## src/rtl/dmem_store_buffer_if.sv

```systemverilog
// Core data-memory port plus RAM write/read port of the posted-write store buffer.
// slave = the buffer, master = core/RAM side.
interface dmem_store_buffer_if #(
  parameter int unsigned WORD_BITWIDTH = 32,
  parameter int unsigned ADDR_BITWIDTH = 32,
  parameter int unsigned DEPTH         = 4
);
  localparam int unsigned CountW = $clog2(DEPTH) + 1;

  logic                     data_ce_i;
  logic                     data_we_i;
  logic [ADDR_BITWIDTH-1:0] data_addr_i;
  logic [WORD_BITWIDTH-1:0] data_i;
  logic [WORD_BITWIDTH-1:0] data_o;
  logic                     stall_o;
  logic [ADDR_BITWIDTH-1:0] mem_rd_addr_o;
  logic [WORD_BITWIDTH-1:0] mem_rd_data_i;
  logic                     mem_wr_valid_o;
  logic                     mem_wr_ready_i;
  logic [ADDR_BITWIDTH-1:0] mem_wr_addr_o;
  logic [WORD_BITWIDTH-1:0] mem_wr_data_o;
  logic [CountW-1:0]        count_o;
  logic                     empty_o;

  modport slave (
    input  data_ce_i, data_we_i, data_addr_i, data_i, mem_rd_data_i, mem_wr_ready_i,
    output data_o, stall_o, mem_rd_addr_o, mem_wr_valid_o, mem_wr_addr_o, mem_wr_data_o,
    output count_o, empty_o
  );

  modport master (
    output data_ce_i, data_we_i, data_addr_i, data_i, mem_rd_data_i, mem_wr_ready_i,
    input  data_o, stall_o, mem_rd_addr_o, mem_wr_valid_o, mem_wr_addr_o, mem_wr_data_o,
    input  count_o, empty_o
  );
endinterface

```

## src/rtl/dmem_store_buffer.sv

```systemverilog
// Posted-write store buffer: stores retire into a FIFO and drain in order to the RAM.
// STORE_BUF_FWD_EN enables load forwarding from buffered stores; otherwise a load hit stalls.
module dmem_store_buffer #(
  parameter int unsigned WORD_BITWIDTH = 32,
  parameter int unsigned ADDR_BITWIDTH = 32,
  parameter int unsigned DEPTH         = 4
) (
  input logic                clk,
  input logic                rst,
  dmem_store_buffer_if.slave bus
);
  localparam int unsigned PtrW   = $clog2(DEPTH);
  localparam int unsigned CountW = $clog2(DEPTH) + 1;

  logic [PtrW-1:0]          wr_ptr_q, wr_ptr_d;
  logic [PtrW-1:0]          rd_ptr_q, rd_ptr_d;
  logic [CountW-1:0]        count_q, count_d;
  logic [ADDR_BITWIDTH-1:0] addr_q  [DEPTH];
  logic [ADDR_BITWIDTH-1:0] addr_d  [DEPTH];
  logic [WORD_BITWIDTH-1:0] wdata_q [DEPTH];
  logic [WORD_BITWIDTH-1:0] wdata_d [DEPTH];

  logic full, push, pop, load, store, hit;
  logic [PtrW-1:0] idx;
`ifdef STORE_BUF_FWD_EN
  logic [WORD_BITWIDTH-1:0] hit_data;
`endif

  always_comb begin
    full  = (count_q == CountW'(DEPTH));
    store = bus.data_ce_i & bus.data_we_i;
    load  = bus.data_ce_i & ~bus.data_we_i;
    push  = store & ~full;
    pop   = (count_q != '0) & bus.mem_wr_ready_i;
  end

  always_comb begin
    wr_ptr_d = wr_ptr_q;
    rd_ptr_d = rd_ptr_q;
    count_d  = count_q;
    addr_d   = addr_q;
    wdata_d  = wdata_q;
    if (push) begin
      addr_d[wr_ptr_q]  = bus.data_addr_i;
      wdata_d[wr_ptr_q] = bus.data_i;
      wr_ptr_d          = wr_ptr_q + PtrW'(1);
    end
    if (pop) begin
      rd_ptr_d = rd_ptr_q + PtrW'(1);
    end
    if (push && !pop) begin
      count_d = count_q + CountW'(1);
    end else if (pop && !push) begin
      count_d = count_q - CountW'(1);
    end
  end

  // Walk oldest to youngest so the last match found is the youngest.
  always_comb begin
    hit = 1'b0;
    idx = '0;
`ifdef STORE_BUF_FWD_EN
    hit_data = '0;
`endif
    for (int k = 0; k < DEPTH; k++) begin
      idx = rd_ptr_q + PtrW'(k);
      if ((CountW'(k) < count_q) &&
          (addr_q[idx][ADDR_BITWIDTH-1:2] == bus.data_addr_i[ADDR_BITWIDTH-1:2])) begin
        hit = 1'b1;
`ifdef STORE_BUF_FWD_EN
        hit_data = wdata_q[idx];
`endif
      end
    end
  end

  always_comb begin
    bus.mem_rd_addr_o  = bus.data_addr_i;
    bus.mem_wr_valid_o = (count_q != '0);
    bus.mem_wr_addr_o  = addr_q[rd_ptr_q];
    bus.mem_wr_data_o  = wdata_q[rd_ptr_q];
    bus.count_o        = count_q;
    bus.empty_o        = (count_q == '0);
`ifdef STORE_BUF_FWD_EN
    bus.stall_o = store & full;
    bus.data_o  = (load && hit) ? hit_data : bus.mem_rd_data_i;
`else
    bus.stall_o = (store & full) | (load & hit);
    bus.data_o  = bus.mem_rd_data_i;
`endif
  end

  always_ff @(posedge clk) begin
    if (rst) begin
      wr_ptr_q <= '0;
      rd_ptr_q <= '0;
      count_q  <= '0;
    end else begin
      wr_ptr_q <= wr_ptr_d;
      rd_ptr_q <= rd_ptr_d;
      count_q  <= count_d;
    end
  end

  // Entry storage carries no reset; occupancy alone decides validity.
  always_ff @(posedge clk) begin
    addr_q  <= addr_d;
    wdata_q <= wdata_d;
  end
endmodule
```

## src/flat_wrapper.sv

```systemverilog
// flat-port wrapper written by rule: the top's interface ports become plain ports
module dmem_store_buffer_flat 
#(
  parameter int unsigned WORD_BITWIDTH = 32,
  parameter int unsigned ADDR_BITWIDTH = 32,
  parameter int unsigned DEPTH         = 4
)
  (clk, rst, bus_data_ce_i, bus_data_we_i, bus_data_addr_i, bus_data_i, bus_mem_rd_data_i, bus_mem_wr_ready_i, bus_data_o, bus_stall_o, bus_mem_rd_addr_o, bus_mem_wr_valid_o, bus_mem_wr_addr_o, bus_mem_wr_data_o, bus_count_o, bus_empty_o);
  dmem_store_buffer_if #(.WORD_BITWIDTH(WORD_BITWIDTH), .ADDR_BITWIDTH(ADDR_BITWIDTH), .DEPTH(DEPTH)) bus_i ();
  input logic clk;
  input logic rst;
  input wire logic [$bits(bus_i.data_ce_i)-1:0] bus_data_ce_i;
  input wire logic [$bits(bus_i.data_we_i)-1:0] bus_data_we_i;
  input wire logic [$bits(bus_i.data_addr_i)-1:0] bus_data_addr_i;
  input wire logic [$bits(bus_i.data_i)-1:0] bus_data_i;
  input wire logic [$bits(bus_i.mem_rd_data_i)-1:0] bus_mem_rd_data_i;
  input wire logic [$bits(bus_i.mem_wr_ready_i)-1:0] bus_mem_wr_ready_i;
  output wire logic [$bits(bus_i.data_o)-1:0] bus_data_o;
  output wire logic [$bits(bus_i.stall_o)-1:0] bus_stall_o;
  output wire logic [$bits(bus_i.mem_rd_addr_o)-1:0] bus_mem_rd_addr_o;
  output wire logic [$bits(bus_i.mem_wr_valid_o)-1:0] bus_mem_wr_valid_o;
  output wire logic [$bits(bus_i.mem_wr_addr_o)-1:0] bus_mem_wr_addr_o;
  output wire logic [$bits(bus_i.mem_wr_data_o)-1:0] bus_mem_wr_data_o;
  output wire logic [$bits(bus_i.count_o)-1:0] bus_count_o;
  output wire logic [$bits(bus_i.empty_o)-1:0] bus_empty_o;
  assign bus_i.data_ce_i = bus_data_ce_i;
  assign bus_i.data_we_i = bus_data_we_i;
  assign bus_i.data_addr_i = bus_data_addr_i;
  assign bus_i.data_i = bus_data_i;
  assign bus_i.mem_rd_data_i = bus_mem_rd_data_i;
  assign bus_i.mem_wr_ready_i = bus_mem_wr_ready_i;
  assign bus_data_o = bus_i.data_o;
  assign bus_stall_o = bus_i.stall_o;
  assign bus_mem_rd_addr_o = bus_i.mem_rd_addr_o;
  assign bus_mem_wr_valid_o = bus_i.mem_wr_valid_o;
  assign bus_mem_wr_addr_o = bus_i.mem_wr_addr_o;
  assign bus_mem_wr_data_o = bus_i.mem_wr_data_o;
  assign bus_count_o = bus_i.count_o;
  assign bus_empty_o = bus_i.empty_o;
  dmem_store_buffer #(.WORD_BITWIDTH(WORD_BITWIDTH), .ADDR_BITWIDTH(ADDR_BITWIDTH), .DEPTH(DEPTH)) u_core (.clk(clk), .rst(rst), .bus(bus_i));
endmodule
```

## config.mk

```make
export PLATFORM = sky130hd
export DESIGN_NAME = dmem_store_buffer_flat
export DESIGN_NICKNAME = d
export VERILOG_FILES = /design/src/rtl/dmem_store_buffer_if.sv /design/src/rtl/dmem_store_buffer.sv /design/src/flat_wrapper.sv
export SDC_FILE = /design/constraint.sdc
export NUM_CORES = 1
export LEC_CHECK = 0
export CAP_MARGIN = 20
export CORE_MARGIN = 2
export CORE_UTILIZATION = 39
export CTS_BUF_LIST = sky130_fd_sc_hd__clkbuf_4
export CTS_CLUSTER_DIAMETER = 40
export DETAILED_ROUTE_END_ITERATION = 7
export GPL_ROUTABILITY_DRIVEN = 0
export SKIP_LAST_GASP = 1
export SYNTH_ARGS = -nofsm -noshare
export SYNTH_HDL_FRONTEND = slang
export SYNTH_SLANG_ARGS = --single-unit
```

## constraint.sdc

```tcl
create_clock -name clk -period 5.1 [get_ports clk]
set_clock_uncertainty 0.2 [all_clocks]
set_input_delay 1.53 -clock clk [delete_from_list [all_inputs] [get_ports clk]]
set_output_delay 1.53 -clock clk [all_outputs]
set_load 0.005 [all_outputs]
```

---- Word-level counts from Yosys, hierarchy flattened ----
Index checks and enable logic that the tools add are counted.
word-level totals
  register bits ........................... 263
  bits of input ports ..................... 101
  output and inout bits ................... 134
cells by class
  add/subtract/negate cells ............... 6
  $lt $le $gt $ge ......................... 10
  equality and inequality tests ........... 5
  mux-type cells .......................... 25
  bitwise logic cells ..................... 14
  reduce and logical (&&, ||, !) cells .... 12
operators with widths
  operator                                                                      count
  32-bit two-way mux                                                            11
  32-bit binary-select mux with 2-bit select                                    5
  128-bit bitwise mux                                                           2
  30-bit == test                                                                4
  32-bit demux with 2-bit select                                                1
  3-bit greater-or-equal comparator, second input constant                      5
  2-bit NOT with 3-bit output                                                   5
  1-bit logical AND                                                             7
  1-bit bitwise AND                                                             6
  1-bit by 3-bit less-than comparator with 1-bit output, first input constant   2
  2-bit by 3-bit less-than comparator with 1-bit output, first input constant   2
  3-bit two-way mux                                                             2
  2-bit by 1-bit adder with 2-bit output, second input constant                 2
  2-bit adder, second input constant                                            2
  1-bit two-way mux                                                             4
  3-bit by 1-bit adder with 3-bit output, second input constant                 1
  3-bit == test, second input constant                                          1
  3-bit zero test                                                               1
  3-bit by 1-bit less-than comparator with 1-bit output, second input constant  1
  3-bit nonzero test                                                            1
  3-bit by 1-bit subtractor with 3-bit output, second input constant            1
  1-bit zero test                                                               2
  1-bit NOT                                                                     2
  2-bit nonzero test                                                            1
  1-bit bitwise OR                                                              1

---- Longest topological paths before layout ----
Gate-level depths: netlist (run 1).
  depth in word-level cells ............... 12
  mapped depth ............................ 11

---- Worst setup path before layout (run 1) ----
No wires, ideal clock.
  kind .................................... in2out
  start ................................... input bus_data_addr_i[11]
  end ..................................... output bus_stall_o
  arrival ................................. 3.363 ns
  path slack .............................. 0.007 ns
  stages .................................. 7
  cells stage by stage .................... buf_1 -> o22ai_1 -> a221o_1 -> or4_1 -> a22o_1 -> o41a_1 -> a31oi_1
on the way
  cells in the longest elaborated chain, start to end .. 8
  elaborated cells between the ends (all ways) .. 14
  those cells by class .................... eq/ne (4); mux (4); bitwise (2); reduce/logical (4)
RTL lines
  element                          line                     RTL
  start, declared                  flat_wrapper.sv:14       input wire logic [$bits(bus_i.data_addr_i)-1:0] bus_data_addr_i;
  30-bit == test                   dmem_store_buffer.sv:68  (addr_q[idx][ADDR_BITWIDTH-1:2] == bus.data_addr_i[ADDR_BITWIDTH-1:2])) begin
  1-bit logical AND                dmem_store_buffer.sv:67  if ((CountW'(k) < count_q) &&
  1-bit two-way mux (3 in series)  dmem_store_buffer.sv:67
  1-bit two-way mux *              dmem_store_buffer.sv:67
  1-bit bitwise AND *              dmem_store_buffer.sv:88  bus.stall_o = (store & full) | (load & hit);
  1-bit bitwise OR *               dmem_store_buffer.sv:88
  end, declared                    flat_wrapper.sv:19       output wire logic [$bits(bus_i.stall_o)-1:0] bus_stall_o;
Every way passes the cells marked *; elsewhere a longest branch is shown, timed or not.

---- Final worst setup path (run 1) ----
  start ................................... input bus_data_addr_i[3]
  end ..................................... output bus_stall_o
Same word-level chain as after synthesis.

==> results_dict.tcl, run 1 <==
set metrics [dict create \
    async_flop_share_pct 0 \
    worst-path-stages 9 \
    critical_path.top_delay_family "compound AO/OA/AOI/OAI gates" \
    met3_usage_pct 6.09 \
    ioPinCount 235 \
    start_util_pct 39.8 \
    clk_pin_slew_ns 0.06 \
    grt_pass1_vias 9499 \
    synth_seq_cells 263 \
    r2r_setup_slack_ns 2.36 \
    wl_per_cell_um 22.8 \
    hold_violations 0 \
    arrival_ns 3.56 \
    peakVddDrop_uv 259 \
    hold_path_end "u_core.wr_ptr_q[1]" \
    syn_area_um2 14200 \
    synthCells 883 \
    grt_first_pass_wirelength_um 57600 \
    cp_max_fo 9 \
    synth_edf_count 256 \
    cp_slowest_cell "dlygate4sd2_1" \
    setup_viol 1 \
    cts_hold_buf 0 \
    r2r_end "u_core.wdata_q[52]" \
    min_period_ns 5.29 \
    grt_max_degree 43 \
    drv_cap 0 \
    grt_usage_pct 20.4 \
    grt_use_met2_pct 33.2 \
    crit_type "input pin to output port" \
    power_density_nw_per_um2 445 \
    area_delta_synth_final_pct 29.1 \
    dp_hpwl_um 27500 \
    design_area_um2 18300 \
    crit_chain "dlygate4sd2_1 > buf_4 > o22ai_1 > nor4_2 > o2111ai_1 > a211oi_2 > nand4_1 > a31oi_4 > buf_2" \
    finalPower_mw 8.15 \
    die_w_um 195 \
    nets 1299 \
    startpoint_type "input pin" \
    rows 69 \
    clockBufferDepth 3 \
    tightest_slew_ns 0.575 \
    cts_made_buffers 72 \
    max_stage_delay_ns 0.33 \
    drive_gt1_share_pct 36.1 \
    rsz0062_at_grt "true" \
    cts_tree "built" \
    fin_setup_tns_ns -0.186 \
    synth_seq_area_share_pct 55.2 \
    numPortBuffers 170 \
    whs_path_depth 2 \
    status "finished, violations left" \
    clk_latency_ns 0.67 \
    drt_wl_total_um 38700 \
    grt.busiest_layer "met2" \
    power_leakage_nw 6.18 \
    antenna_found_initial 6 \
    drc 7 \
    drtPass1Iterations 8 \
    htreeDepth 3 \
    post-place-ws_ns -1.07 \
    placed_cell_area_um2 16700 \
    worstPathRequired_ns 3.37 \
    grt_use_met1_pct 25.8 \
    ys_types 54 \
    r2r_cells 6 \
    synth_warnings 0 \
    core_um2 35700 \
    hp-start "u_core.wr_ptr_q[1]" \
    cts.sinks 263 \
    grt.overflow.total 0 \
    postLayoutCoreUtil_pct 51.4 \
    max_freq_ghz 0.189 \
    fin_ws_ns -0.186 \
    via_per_inst 5.35 \
    slew_violations 0 \
    clock-root-buffer "clkbuf_4" \
    initialDrtViolationCount 667 \
    synth_fp_nets 993 \
    num_vias 9103 \
    worstSetupEndpointType "output port" \
    violations "design-rule violations, negative setup slack" \
    worst-path-buf-inv 3 \
    drt.antenna.violating_nets 0 \
    fillers 3066 \
    die_y_um 195 \
    relSlewSlack_pct 61.7 \
    die_area_um2 37900 \
    hold_path_class "register to register" \
    synth_ff_type "edfxtp_1" \
    period_share_pct 104 \
    reg2reg_from "u_core.bus.count_o[0]" \
    synth.avg_cell_area_um2 16.1 \
]
-- state kept, by name, indices dropped and copies added, names as in the netlist --
register and flops:
u_core.addr_q 128, u_core.bus.count_o 3, u_core.rd_ptr_q 2, u_core.wdata_q 128, u_core.wr_ptr_q 2
-- what timing repair did --
action                                  CTS  global route
pin swaps                                20            12
gates resized for setup                  78            68
gates cloned                              1             0
setup buffers                            19             8
endpoints found under the setup margin    1             1
-- cells by family after synthesis --
logic type,synth area share [%]
flip-flops,55.2
buffers and inverters,7.52
AO/OA/AOI/OAI,3.80
XOR/XNOR,6.85
AND/OR/NAND/NOR,3.16
adder cells (fa/ha/maj),0.794
multiplexers,22.7
-- placed cells by master (no fill, tap or decap), types with 11 or more instances in the layout --
master and instances:
buf_12 14, buf_4 147, buf_6 19, clkbuf_4 95, clkdlybuf4s50_1 140, clkinv_1 17
dlygate4sd2_1 20, edfxtp_1 256, inv_1 13, mux2i_1 75, mux2i_2 21, mux2i_4 11
mux4_1 12, mux4_2 76, nand2_1 17, nand4_1 12, nor2_1 20, o22ai_1 12
xnor2_1 57, xor2_1 45
-- synthesized netlist by cell type, types with 4 or more instances --
master	n	area share (%)
mux2_2	9	0.71
edfxtp_1	256	54
nor4_1	9	0.40
nor3_1	5	0.18
and2_1	4	0.18
xor2_1	47	2.9
dfxtp_1	7	0.99
nand2_1	17	0.45
nand2b_1	4	0.18
a221oi_1	5	0.31
nand3_1	8	0.28
buf_6	6	0.48
clkbuf_1	11	0.29
mux2i_2	4	0.39
buf_4	68	3.6
nand4_1	12	0.53
buf_1	5	0.13
or3_1	4	0.18
ha_1	9	0.79
xnor2_1	64	4.0
inv_1	14	0.37
o221ai_1	4	0.25
mux2i_1	103	7.3
buf_2	12	0.42
a21oi_1	10	0.35
nor2_1	21	0.56
buf_12	8	1.1
a211oi_1	5	0.26
o21ai_0	8	0.28
mux4_1	13	2.4
mux4_2	75	12
clkbuf_8	8	0.78
o22ai_1	13	0.57
-- per-layer routing --
layer / share of wire (%) / vias up
met1: 42 / 4552
li1: - / 4122
met3: 7.5 / 69
met2: 48 / 358
met4: 2.5 / 2
met5: 0.018 / -
-- worst max path at each step --
stage / slack (ns) / start / endpoint
2_1_floorplan: 0.007 / bus_data_addr_i[11] / bus_stall_o
3_3_place_gp: -1.07 / bus_data_addr_i[4] / bus_stall_o
3_5_place_dp: -1.07 / bus_data_addr_i[4] / bus_stall_o
4_1_cts: -0.17 / u_core.rd_ptr_q[0] / bus_stall_o
5_1_grt: -0.29 / bus_data_addr_i[3] / bus_stall_o
6_report: -0.19 / bus_data_addr_i[3] / bus_stall_o
-- report_power, final --
part	leakage (nW)	switching, mW	internal (mW)
clock	0.506	0.846	0.915
sequential	2.38	0.0755	2.50
combinational	3.29	1.71	2.10
-- worst register-to-register path, delay by kind of cell, from the launching register on --
family,cells,cell delay [ns]
adders and majority gates,1,0.22
buffers and inverters,2,0.46
DFF,1,0.48
and+or+nand+nor,3,1.01
-- stage by stage --
stage | instances | hold slack, ns
CTS | 1688 | 0.384
global route | 1698 | 0.401
global placement | 1549 | 0.347
detailed placement | 1549 | 0.368
floorplan | 883 | 0.314
finish | 1700 | 0.380
-- layout make-up --
| type | count | area, µm² | area share, % |
|---|---|---|---|
| Sequential cell | 263 | 7840 | 42.8 |
| Clock inverter | 25 | 126 | 0.690 |
| Timing Repair Buffer | 353 | 3310 | 18.1 |
| Multi-Input combinational cell | 485 | 5690 | 31.1 |
| Antenna cell | 4 | 10.0 | 0.0547 |
| Tap cell | 461 | 577 | 3.15 |
| Inverter | 14 | 52.6 | 0.287 |
| Clock buffer | 95 | 713 | 3.89 |
Power figures use the tool's default switching activity.
==> run 2: changes to the inputs <==
ABC_CLOCK_PERIOD_IN_PS = 6800   (was unset)
clock period = 6.8 ns   (was 5.1 ns; I/O delays follow)
==> results_dict.tcl, run 2 (same netlist as run 1, synthesis figures left out) <==
set metrics [dict create \
    startpoint_type "input pin" \
    power_leakage_nw 5.62 \
    peakVddDrop_uv 202 \
    drc 0 \
    hold_slack_ns 0.354 \
    min_period_ns 6.65 \
    arrival_ns 4.41 \
    die_area_um2 37900 \
    clk_pin_slew_ns 0.06 \
    numPortBuffers 170 \
    wl_per_cell_um 22.8 \
    fin_ws_ns 0.153 \
    layout.cells.most_common "edfxtp_1" \
    drtPass1Iterations 5 \
    grt.overflow.total 0 \
    status "completed" \
    cts_made_buffers 73 \
    finalPower_mw 5.75 \
    cts_tree "built" \
    core_um2 35700 \
    drv_cap 0 \
    antenna_found_initial 3 \
    die_y_um 195 \
    fillers 3128 \
    drt.antenna.violating_nets 0 \
    tightest_slew_ns 0.918 \
    pwr-share-clk_pct 25.3 \
    post-place-ws_ns -0.446 \
    num_vias 8679 \
    cts.sinks 263 \
    crit_type "input pin to output port" \
    clock-root-buffer "clkbuf_4" \
    power_density_nw_per_um2 334 \
    hold_path_class "register to register" \
    hold_violations 0 \
    via_per_inst 5.38 \
    worstSetupEndpointType "output port" \
    pwr-share-seq_pct 34.5 \
    clk_latency_ns 0.66 \
    area_delta_synth_final_pct 21.3 \
    p_int_mw 3.90 \
    p_sw_share_pct 32.2 \
    cp_max_fo 10 \
    clockBufferDepth 3 \
    switchingPower_mw 1.85 \
    grt_usage_pct 19.5 \
    grt_first_pass_wirelength_um 55100 \
    drive_gt1_share_pct 26.8 \
    grt_pass1_vias 8991 \
    nets 1209 \
    relSlewSlack_pct 38.8 \
    slew_violations 0 \
    dp_hpwl_um 25900 \
    drt_wl_total_um 36800 \
    final_cell_mix "256 x edfxtp_1, 157 x clkdlybuf4s50_1, 103 x mux2i_1" \
    rows 69 \
    rsz0062_at_grt "false" \
    grt_max_degree 55 \
    die_w_um 195 \
    ioPinCount 235 \
    initialDrtViolationCount 627 \
    htreeDepth 3 \
    max_freq_ghz 0.150 \
    start_util_pct 39.8 \
    combPwrFrac_pct 40.1 \
    worstPathRequired_ns 4.56 \
    setup_viol 0 \
    period_share_pct 97.7 \
]
==> run 2: changes by cell type in the layout (fill, tap and decap cells not counted), moves of 5 or more <==
cell and change:
xnor2_2 -6, clkdlybuf4s50_1 +17, xnor2_1 +6, mux2i_1 +28
clkbuf_4 +6, buf_4 -62, mux2i_4 -11, buf_12 -9
buf_6 -17, dlygate4sd2_1 -7, mux2i_2 -17, clkinv_1 -5
==> run 2: through the flow <==
step / area [µm²] / utilization (%) / setup TNS, ns / cells
after floorplan: 14200 / - / 0 / 883
after global placement: 16200 / 45.5 / -0.410 / 1485
after detailed placement: 16200 / 45.5 / -0.446 / 1485
after CTS: 17200 / 48.2 / 0 / 1610
after global routing: 17200 / 48.2 / 0 / 1611
final: 17200 / 48.2 / 0 / 1612
==> run 2: cell type report <==
class / count / area [µm²] / area share, %
Sequential cell: 263 / 7840 / 45.6
Inverter: 14 / 52.6 / 0.306
Timing Repair Buffer: 262 / 2450 / 14.2
Antenna cell: 2 / 5.00 / 0.0291
Clock buffer: 101 / 758 / 4.41
Clock inverter: 24 / 185 / 1.08
Multi-Input combinational cell: 485 / 5340 / 31.1
Tap cell: 461 / 577 / 3.35
==> run 2: path summary, 6_finish.rpt <==
kind                               from            endpoint  slack, ns  depth (start not counted)
setup / recovery     bus_data_addr_i[3]         bus_stall_o       0.15                         10
hold reg to reg      u_core.wr_ptr_q[1]  u_core.wr_ptr_q[1]       0.35                          2
hold / removal       u_core.wr_ptr_q[1]  u_core.wr_ptr_q[1]       0.35                          2
setup reg to reg  u_core.bus.count_o[0]  u_core.addr_q[105]       3.79                          6
==> run 2: power groups by stage <==
stage	clock (mW)	sequential, mW	combinational (mW)
4_1_cts	1.51	1.99	2.33
3_5_place_dp	0	2.02	2.31
3_3_place_gp	0	2.02	2.31
2_1_floorplan	0	1.94	1.57
5_1_grt	1.59	2.00	2.46
6_report	1.46	1.99	2.31
==> run 2: critical path, stage by stage <==
cell and delay (ns):
clkdlybuf4s50_1 0.47, buf_6 0.12, buf_12 0.12, o22ai_1 0.07, a2111oi_1 0.37, nand3_1 0.18, a211oi_2 0.31, nand4_1 0.22
a31oi_4 0.25, dlygate4sd2_1 0.26
==> run 2: what timing repair did <==
| action | 4_1_cts | 5_1_grt |
|---|---|---|
| endpoints found under the hold margin | 0 | 0 |
| hold buffers | 0 | 0 |
| gates resized for setup | 23 | 0 |
| setup buffers | 1 | 0 |
| setup endpoints to repair | 1 | 0 |
==> run 2: routing by layer <==
layer,vias to the layer above,wire (µm),GRT usage [%],share of wire (%)
li1,3916,-,-,-
met1,4377,15400,24.9,42
met3,53,3100,6.49,8.4
met2,333,17700,31.3,48
met4,0,673,6.04,1.8
met5,-,0,0,0
